## config.mk

```make
export PLATFORM = sky130hd
export DESIGN_NAME = cfg_reg_arbiter
export DESIGN_NICKNAME = d
export VERILOG_FILES = /design/src/rtl/cfg_reg_arbiter_pkg.sv /design/src/rtl/cfg_reg_arbiter_rr_arb2.sv /design/src/rtl/cfg_reg_arbiter.sv
export SDC_FILE = /design/constraint.sdc
export NUM_CORES = 1
export LEC_CHECK = 0
export ABC_AREA = 1
export CORE_ASPECT_RATIO = 1.75
export CORE_MARGIN = 2
export CORE_UTILIZATION = 41
export CTS_BUF_LIST = sky130_fd_sc_hd__clkbuf_8
export DETAILED_ROUTE_END_ITERATION = 10
export PLACE_DENSITY = 0.78
export SLEW_MARGIN = 10
export SYNTH_ARGS = -nofsm -noshare
export SYNTH_HDL_FRONTEND = slang
export SYNTH_HIERARCHICAL = 1
export SYNTH_SLANG_ARGS = --single-unit
```

## constraint.sdc

```tcl
create_clock -name clk -period 2.9 [get_ports clk]
set_input_delay 0.435 -clock clk [delete_from_list [all_inputs] [get_ports clk]]
set_output_delay 0.435 -clock clk [all_outputs]
set_load 0.005 [all_outputs]
```

## src/rtl/cfg_reg_arbiter_pkg.sv

```systemverilog
// Shared definitions for the configuration register arbiter: FSM state
// encoding, register count and the fixed register address map.
package cfg_reg_arbiter_pkg;

  typedef enum logic [1:0] {
    ST_IDLE  = 2'd0,
    ST_WRITE = 2'd1,
    ST_ACK   = 2'd2
  } state_t;

  localparam int NUM_REGS = 5;

  localparam int ADDR_EN_OUT_LO = 0;
  localparam int ADDR_EN_OUT_HI = 1;
  localparam int ADDR_EN_PWM_LO = 2;
  localparam int ADDR_EN_PWM_HI = 3;
  localparam int ADDR_PWM_DUTY  = 4;

  // Callers zero-extend the full address so no upper bits are ever dropped
  // before the comparison (address 8 must not alias onto register 0).
  function automatic logic addr_in_range(input logic [31:0] addr, input int limit);
    return addr < 32'(limit);
  endfunction

endpackage

```

## src/rtl/cfg_reg_arbiter_rr_arb2.sv

```systemverilog
// Two-way round-robin selector. Keeps the last-granted pointer and picks the
// requester that did not win last time when both are asking.
module rr_arb2 (
  input  logic       clk,
  input  logic       rst_n,
  input  logic [1:0] req,
  input  logic       update,
  input  logic       update_id,
  output logic       gnt_valid,
  output logic       gnt_id
);

  import cfg_reg_arbiter_pkg::*;

  logic last_reg;

  // Last-granted pointer; reset to 1 so requester 0 wins the first contention.
  always_ff @(posedge clk or negedge rst_n) begin
    if (!rst_n) begin
      last_reg <= 1'b1;
    end else if (update) begin
      last_reg <= update_id;
    end
  end

  // A lone requester always wins; on contention the one not granted last wins.
  always_comb begin
    gnt_valid = |req;
    gnt_id    = 1'b0;
    if (req[0] && req[1]) begin
      gnt_id = ~last_reg;
    end else begin
      gnt_id = req[1];
    end
  end

endmodule

```

## src/rtl/cfg_reg_arbiter.sv

```systemverilog
// Configuration register write port shared by two requesters (SPI decoder and
// on-chip sequencer). A grant runs IDLE -> WRITE -> ACK, so every accepted
// write completes in three cycles and grants are always separated by IDLE.
module cfg_reg_arbiter #(
  parameter int ADDR_W   = 7,
  parameter int DATA_W   = 8,
  parameter int NUM_REGS = 5
) (
  input  logic              clk,
  input  logic              rst_n,
  input  logic              req0_valid,
  input  logic [ADDR_W-1:0] req0_addr,
  input  logic [DATA_W-1:0] req0_data,
  output logic              req0_ready,
  input  logic              req1_valid,
  input  logic [ADDR_W-1:0] req1_addr,
  input  logic [DATA_W-1:0] req1_data,
  output logic              req1_ready,
  output logic [7:0]        en_reg_out_7_0,
  output logic [7:0]        en_reg_out_15_8,
  output logic [7:0]        en_reg_pwm_7_0,
  output logic [7:0]        en_reg_pwm_15_8,
  output logic [7:0]        pwm_duty_cycle,
  output logic              grant_id,
  output logic              busy,
  output logic              wr_err
);

  import cfg_reg_arbiter_pkg::*;

  state_t            state_reg;
  logic [ADDR_W-1:0] addr_reg;
  logic [DATA_W-1:0] data_reg;
  logic              grant_id_reg;
  logic              busy_reg;
  logic              wr_err_reg;
  logic              ready0_reg;
  logic              ready1_reg;

  logic              arb_valid;
  logic              arb_id;
  logic [ADDR_W-1:0] sel_addr;
  logic [DATA_W-1:0] sel_data;
  logic              sel_in_range;

  logic [DATA_W-1:0] cfg_reg [NUM_REGS];

  // The pointer advances only when the ACK completes, so an aborted
  // transaction (reset mid-flight) never counts as a grant.
  rr_arb2 u_rr_arb2 (
    .clk       (clk),
    .rst_n     (rst_n),
    .req       ({req1_valid, req0_valid}),
    .update    (state_reg == ST_ACK),
    .update_id (grant_id_reg),
    .gnt_valid (arb_valid),
    .gnt_id    (arb_id)
  );

  // Mux the winning requester's request for capture into the holding registers.
  always_comb begin
    sel_addr     = arb_id ? req1_addr : req0_addr;
    sel_data     = arb_id ? req1_data : req0_data;
    sel_in_range = addr_in_range(32'(sel_addr), NUM_REGS);
  end

  // Main FSM; busy, wr_err, ready and grant_id are all driven from registers.
  // wr_err is decided at grant time so it lands exactly on the WRITE cycle.
  always_ff @(posedge clk or negedge rst_n) begin
    if (!rst_n) begin
      state_reg    <= ST_IDLE;
      addr_reg     <= '0;
      data_reg     <= '0;
      grant_id_reg <= 1'b0;
      busy_reg     <= 1'b0;
      wr_err_reg   <= 1'b0;
      ready0_reg   <= 1'b0;
      ready1_reg   <= 1'b0;
    end else begin
      wr_err_reg <= 1'b0;
      ready0_reg <= 1'b0;
      ready1_reg <= 1'b0;
      case (state_reg)
        ST_IDLE: begin
          if (arb_valid) begin
            state_reg    <= ST_WRITE;
            grant_id_reg <= arb_id;
            addr_reg     <= sel_addr;
            data_reg     <= sel_data;
            busy_reg     <= 1'b1;
            wr_err_reg   <= ~sel_in_range;
          end else begin
            busy_reg <= 1'b0;
          end
        end
        ST_WRITE: begin
          state_reg  <= ST_ACK;
          busy_reg   <= 1'b1;
          ready0_reg <= ~grant_id_reg;
          ready1_reg <= grant_id_reg;
        end
        ST_ACK: begin
          state_reg <= ST_IDLE;
          busy_reg  <= 1'b0;
        end
        default: begin
          state_reg <= ST_IDLE;
          busy_reg  <= 1'b0;
        end
      endcase
    end
  end

  // One register per address; each compares the full latched address so an
  // out-of-range write matches no register and everything holds.
  generate
    for (genvar gi = 0; gi < NUM_REGS; gi++) begin : g_cfg
      // Update this register only in WRITE when it is the addressed one.
      always_ff @(posedge clk or negedge rst_n) begin
        if (!rst_n) begin
          cfg_reg[gi] <= '0;
        end else if (state_reg == ST_WRITE && addr_reg == ADDR_W'(gi)) begin
          cfg_reg[gi] <= data_reg;
        end
      end
    end
  endgenerate

  assign en_reg_out_7_0  = cfg_reg[ADDR_EN_OUT_LO][7:0];
  assign en_reg_out_15_8 = cfg_reg[ADDR_EN_OUT_HI][7:0];
  assign en_reg_pwm_7_0  = cfg_reg[ADDR_EN_PWM_LO][7:0];
  assign en_reg_pwm_15_8 = cfg_reg[ADDR_EN_PWM_HI][7:0];
  assign pwm_duty_cycle  = cfg_reg[ADDR_PWM_DUTY][7:0];

  assign grant_id   = grant_id_reg;
  assign busy       = busy_reg;
  assign wr_err     = wr_err_reg;
  assign req0_ready = ready0_reg;
  assign req1_ready = ready1_reg;

endmodule

```

==> flow_summary_export.csv, run 1 <==
group,metric,value,unit
yosys,post_synth_inst_count,313,
setup_path,timing.rr.end,"wr_err",
floorplan,floorplan.initialDensity,0.4207,
clocking,cts_setup_buffers,0,
yosys,synthDominantAreaCellType,"dfrtp_1",
cells_and_area,num_antenna_cells,0,
global_route,wire_length_of_the_first_global_routing_pass,10660,µm
power,finalPower,0.003880,W
timing,setup_total_negative_slack,0,ns
setup_path,timing_worst_setup_path_type,"input pin to flip-flop",
floorplan,top_level_ports,79,
clocking,cts_tree,"done",
setup_path,timing.critical_path.arrival,2.11,ns
global_route,grt_antenna_before_repair,0,
yosys,yosysWarningCount,6,
cells_and_area,layout.nets,431,
yosys,yosysSeqAreaShare,0.5822,
clocking,number_of_buffers_added_by_the_clock_tree_synthesis_step,9,
power,power-per-cell-area,1029,nW/µm²
placement,buffer_ports.inserted,78,
yosys,synth_top_area_share,0.5725,
setup_path,critPathLaunchType,"input pin",
placement,gpl.final_weighted_congestion,0.8020,
timing,final_worst_clock_skew,0.007528,ns
yosys,post_synth_and_or_nand_nor_area_fraction,0.3319,
setup_path,worstRegToRegCells,8,
clocking,cts_repair_resize_count,0,
placement,post_detail_place_hpwl,4793,µm
worst_hold_path,timing.hold.worst.class,"input pin to async pin",
timing,timing.hold.ws,0.2467,ns
yosys,syn-num-nets,347,
route,dr.pass1.iters,5,
timing,finalCritPeriodShare,0.6511,
yosys,combinational_family_with_the_most_area_after_synthesis,"simple AND/OR/NAND/NOR gates",
cells_and_area,areaGrowthSynthToFinish,39.20,%
clocking,cts_sinks,63,
power,static-leakage-power,1.895,nW
power,max_rail_drop_vdd,0.4748,mV
global_route,grt_max_degree,64,
cells_and_area,most_used_cells_in_the_layout_excluding_fill_and_tap_cells,"nand2_1, clkdlybuf4s50_1, dfrtp_1",
clocking,cts_max_level,3,
yosys,synth_compound_gate_area_share,0.04063,
yosys,synth_top_cells_by_area,"dfrtp_1, nand2_1, nand3_1, nor2_1, o31ai_1",
setup_path,endpoint_kind,"flip-flop",
route,postRouteAntennaNets,0,
clocking,post_cts_hold_buffer_count,0,
route,avgRoutedWirePerCell,13.15,µm
timing,max_slew_margin,0.4907,
floorplan,fp.coreArea,6441,µm²
timing,final_hold_viol_count,0,
setup_path,timing.rr.start,"u_rr_arb2/last_reg",
route,routed-via-count,2338,
clocking,later_pin_clock_latency_in_the_skew_report,0.34,ns
setup_path,worst-path-max-fanout,15,
floorplan,fp-row-count,39,
global_route,global_route.usage.total,0.1944,
yosys,postSynthAreaPerCell,8.658,µm²
floorplan,floorplan.die_area,7302,µm²
yosys,synth-xor-area-share,0,
cells_and_area,layout_commonest_cell,"nand2_1",
timing,rsz0062_at_grt,"no",
setup_path,worstPathRequired,3.13,ns
setup_path,timing.reg2reg.setup_slack,1.22,ns
route,initialDrtViolationCount,98,
yosys,yosys.cell_types.count,20,
route,drc,0,
floorplan,die_h,111.6,µm
clocking,clock_tree.root_cell,"clkbuf_8",
global_route,grt-ovfl-total,0,
run,cap_violations,0,
timing,maxClockFrequency,529.6,MHz
clocking,ctsLongestPathBuffers,2,
timing,max_slew.worst_pin.slew,0.7640,ns
yosys,post_synth_fa_ha_maj_area_fraction,0,
global_route,via_count_of_the_first_global_routing_pass,2299,
route,avgViaCountPerCell,4.841,
timing,timing.final.setup_violations,0,
timing,period_needed,1.888,ns
yosys,syn_area,2710,µm²
clocking,clkSlewWorstSetupHoldPaths,0.07,ns
cells_and_area,layout-drive-gt1-share,0.1122,
status,run_status,"completed",
cells_and_area,fillerInstances,599,
route,drt-total-wl,6352,µm
yosys,synth.mux.area_fraction,0,
yosys,synth.ff_latch_count,63,
floorplan,die_w,65.46,µm
timing,finalMaxSlewViolations,0,
## stage by stage
step	cells	setup WS, ns	cell area [µm²]	util
after floorplan	313	1.555	2710	-
after global placement	468	0.7685	3561	0.5528
after detailed placement	468	0.6893	3561	0.5528
after CTS	483	1.041	3772	0.5857
after global routing	483	0.9021	3772	0.5857
final	483	1.012	3772	0.5857
## metal layers
layer	global-route usage	up-vias	wire length [µm]
li1	-	1164	-
met3	0.02525	16	241
met4	0.1194	0	218
met5	0	-	0
met2	0.3537	80	3614
met1	0.2035	1078	2277
## where the power goes
part	internal [W]	switching [W]
logic	0.000746	0.000686
clock network	0.000496	0.000311
registers	0.00128	0.000362
## kinds of logic after synthesis
kind of cell	after synthesis
and+or+nand+nor	206
AOI/OAI and AO/OA	18
buffers and inverters	26
DFF	63
## cell usage after synthesis (all sizes together)
cell and number:
a21oi 1, dfrtp 62, buf 9, nor2 30
clkinv 1, or2 2, inv 16, o31ai 8
nand2 132, o21ai 9, dfstp 1, nand3 42
## how the worst max path moves through the flow
stage,from,end,slack (ns),cells past startpoint
6_report,req1_valid,wr_err,1.01,10
5_1_grt,req1_valid,wr_err,0.90,10
4_1_cts,req1_valid,wr_err,1.04,10
3_5_place_dp,req1_valid,wr_err,0.69,10
3_3_place_gp,req1_valid,wr_err,0.77,10
2_1_floorplan,req1_valid,wr_err,1.56,9
## critical path: stages
cell and delay (ns):
clkdlybuf4s50_1 0.47, inv_1 0.04, a21oi_1 0.47, inv_2 0.26, nand2_1 0.11, nand2_1 0.07, nor2_1 0.11, nand2_1 0.06
nand2_1 0.05, nand2_1 0.05
## cell type report
type / count / area, µm² / share of cell area
Inverter: 17 / 65.06 / 0.01725
Sequential cell: 63 / 1578 / 0.4182
Timing Repair Buffer: 82 / 805.8 / 0.2136
Multi-Input combinational cell: 224 / 1010 / 0.2677
Clock inverter: 5 / 73.82 / 0.01957
Clock buffer: 10 / 137.6 / 0.03648
Tap cell: 82 / 102.6 / 0.02720
Power figures use the tool's default switching activity.
==> inputs of run 2 (changes only) <==
--- a/config.mk
+++ b/config.mk
@@ -11,7 +11,7 @@
 export CORE_UTILIZATION = 41
 export CTS_BUF_LIST = sky130_fd_sc_hd__clkbuf_8
 export DETAILED_ROUTE_END_ITERATION = 10
-export PLACE_DENSITY = 0.78
+export PLACE_DENSITY = 0.8
 export SLEW_MARGIN = 10
 export SYNTH_ARGS = -nofsm -noshare
 export SYNTH_HDL_FRONTEND = slang
==> constraint.sdc (replaced) <==
create_clock -name clk -period 1.64 [get_ports clk]
set_input_delay 0.246 -clock clk [delete_from_list [all_inputs] [get_ports clk]]
set_output_delay 0.246 -clock clk [all_outputs]
set_load 0.005 [all_outputs]
==> run 2 against run 1 <==
Clock power up 67%. Sequential power up 76%. Non-clock buffer count increased by 8. Total power is 78% higher. Clock skew rose by 0.00067 ns. Hold slack improved by 0.15 ns. Global-route usage is essentially flat. Worst setup slack got worse by 0.89 ns. Final area up 2.2%. Critical endpoint is now grant_id.
==> flow_summary_export.csv, run 2 (synthesis results as in run 1) <==
group,metric,value,unit
cells_and_area,finalCoreUtilization,0.5987,
route,drt-total-wl,6309,µm
route,dr.pass1.iters,5,
timing,period_needed,1.520,ns
route,initialDrtViolationCount,87,
floorplan,floorplan.initialDensity,0.4207,
cells_and_area,layout_commonest_cell,"nand2_1",
placement,place_ws,-0.03151,ns
cells_and_area,num_antenna_cells,0,
setup_path,timing.reg2reg.setup_slack,0.17,ns
clocking,clock_tree.root_cell,"clkbuf_8",
setup_path,endpoint_kind,"output pin",
clocking,clkSlewWorstSetupHoldPaths,0.07,ns
route,routed-via-count,2360,
clocking,cts_tree,"done",
setup_path,timing_worst_setup_path_type,"flip-flop to output pin",
route,drc,0,
timing,final_hold_viol_count,0,
cells_and_area,area_of_the_multi_input_gates,1010,µm²
power,total_switching_power,0.002465,W
global_route,wire_length_of_the_first_global_routing_pass,10730,µm
route,avgRoutedWirePerCell,12.82,µm
global_route,grt-ovfl-total,0,
global_route,global_route.usage.total,0.1940,
cells_and_area,layout.nets,439,
route,avgViaCountPerCell,4.797,
timing,max_slew_margin,0.6743,
cells_and_area,ff_latch_area,1578,µm²
timing,finalCritPeriodShare,0.9269,
setup_path,cp_slowest_stage_delay,0.53,ns
setup_path,worst_setup_path_endpoint,"grant_id",
cells_and_area,layout-drive-gt1-share,0.1317,
placement,gpl.final_weighted_congestion,0.8019,
setup_path,worst_path_max_delay_cell,"clkdlybuf4s50_1",
status,run_status,"completed",
power,logic_pwr_share,0.385,
route,postRouteAntennaNets,0,
power,power_frac_clock,0.196,
timing,timing.final.setup_violations,0,
timing,fin_ws,0.1198,ns
cells_and_area,most_used_cells_in_the_layout_excluding_fill_and_tap_cells,"nand2_1, clkdlybuf4s50_1, dfrtp_1",
timing,maxClockFrequency,657.8,MHz
worst_hold_path,timing.hold.worst.class,"input pin to async pin",
clocking,cts_setup_buffers,0,
timing,rsz0062_at_grt,"no",
clocking,ctsLongestPathBuffers,2,
setup_path,timing.rr.end,"en_reg_out_7_0[1]",
global_route,via_count_of_the_first_global_routing_pass,2379,
global_route,grt_antenna_before_repair,0,
floorplan,fp.coreArea,6441,µm²
run,cap_violations,0,
floorplan,die_w,65.46,µm
timing,max_slew.worst_pin.slew,0.4885,ns
timing,finalMaxSlewViolations,0,
setup_path,worst-path-max-fanout,5,
clocking,later_pin_clock_latency_in_the_skew_report,0.34,ns
timing,final_worst_clock_skew,0.008197,ns
setup_path,timing.critical_path.arrival,1.27,ns
setup_path,cp_cell_sequence,"clkdlybuf4s50_1",
power,static-leakage-power,1.925,nW
floorplan,die_h,111.6,µm
clocking,cts_sinks,63,
setup_path,timing.rr.start,"addr_reg[4]",
power,max_rail_drop_vdd,0.7713,mV
clocking,number_of_buffers_added_by_the_clock_tree_synthesis_step,9,
placement,post_detail_place_hpwl,4835,µm
power,seq_power_share,0.419,
floorplan,top_level_ports,79,
floorplan,floorplan.die_area,7302,µm²
global_route,grt_max_degree,38,
setup_path,critPathTopFamily,"buffers and inverters",
setup_path,critPathLaunchType,"flip-flop",
setup_path,worstPathRequired,1.39,ns
power,internal_power,0.004439,W
setup_path,startpoint,"grant_id",
setup_path,worstRegToRegCells,6,
power,sw_frac_of_total,0.3570,
power,power-per-cell-area,1790,nW/µm²
clocking,cts_max_level,3,
cells_and_area,fillerInstances,572,
power,finalPower,0.006904,W
floorplan,fp-row-count,39,
placement,buffer_ports.inserted,78,
setup_path,crit_cells,1,
setup_path,critical_path_buf_inv_count,1,
cells_and_area,areaGrowthSynthToFinish,42.29,%
[run 2: cell types whose count changed in the layout (fill, tap and decap cells not counted)]
cell / delta
inv_1: -1
bufinv_16: -1
clkinv_2: -2
dlygate4sd3_1: +1
buf_4: +5
clkinv_4: +2
buf_12: +2
clkinvlp_4: +3
[run 2: layout make-up]
type                    instances  area share
clock buffers                  10     0.03569
clock inverters                 6     0.01817
inverters                      17     0.01687
multi-input cells             224      0.2618
flip-flops and latches         63      0.4091
well taps                      82     0.02661
repair buffers                 90      0.2317
[run 2: how the worst min path moves through the flow]
stage	start	endpoint	slack, ns	depth (start not counted)
after floorplan	rst_n	addr_reg[0]	-0.05	0
after global placement	rst_n	req0_ready	0.23	1
after detailed placement	rst_n	data_reg[6]	0.23	1
after CTS	rst_n	data_reg[6]	0.39	2
after global routing	rst_n	data_reg[6]	0.44	2
final	rst_n	data_reg[6]	0.40	2
[run 2: power groups by stage]
stage               logic [W]  clock network, W  registers [W]
global placement      0.00262                 0        0.00288
global route          0.00297           0.00146        0.00297
CTS                   0.00270           0.00139        0.00289
floorplan             0.00123                 0        0.00277
detailed placement    0.00269                 0        0.00291
finish                0.00266           0.00135        0.00289
[run 2: per-stage QoR]
step	std cells	TNS (ns)	hold slack (ns)	instance area [µm²]
after CTS	492	0	0.3881	3856
after detailed placement	475	-0.03151	0.2339	3638
after global placement	475	0	0.2267	3638
after floorplan	313	0	-0.04959	2710
after global routing	492	0	0.4424	3856
final	492	0	0.3959	3856
[run 2: what timing repair did]
| action | CTS | global route |
|---|---|---|
| hold buffers | 1 | 0 |
| gates resized for setup | 0 | 0 |
| endpoints found under the hold margin | 18 | 0 |
[run 2: metal layers]
metal / GRT usage / wire [µm]
met5: 0 / 0
met4: 0.1014 / 170
met1: 0.2017 / 2341
met3: 0.04848 / 237
met2: 0.3476 / 3559
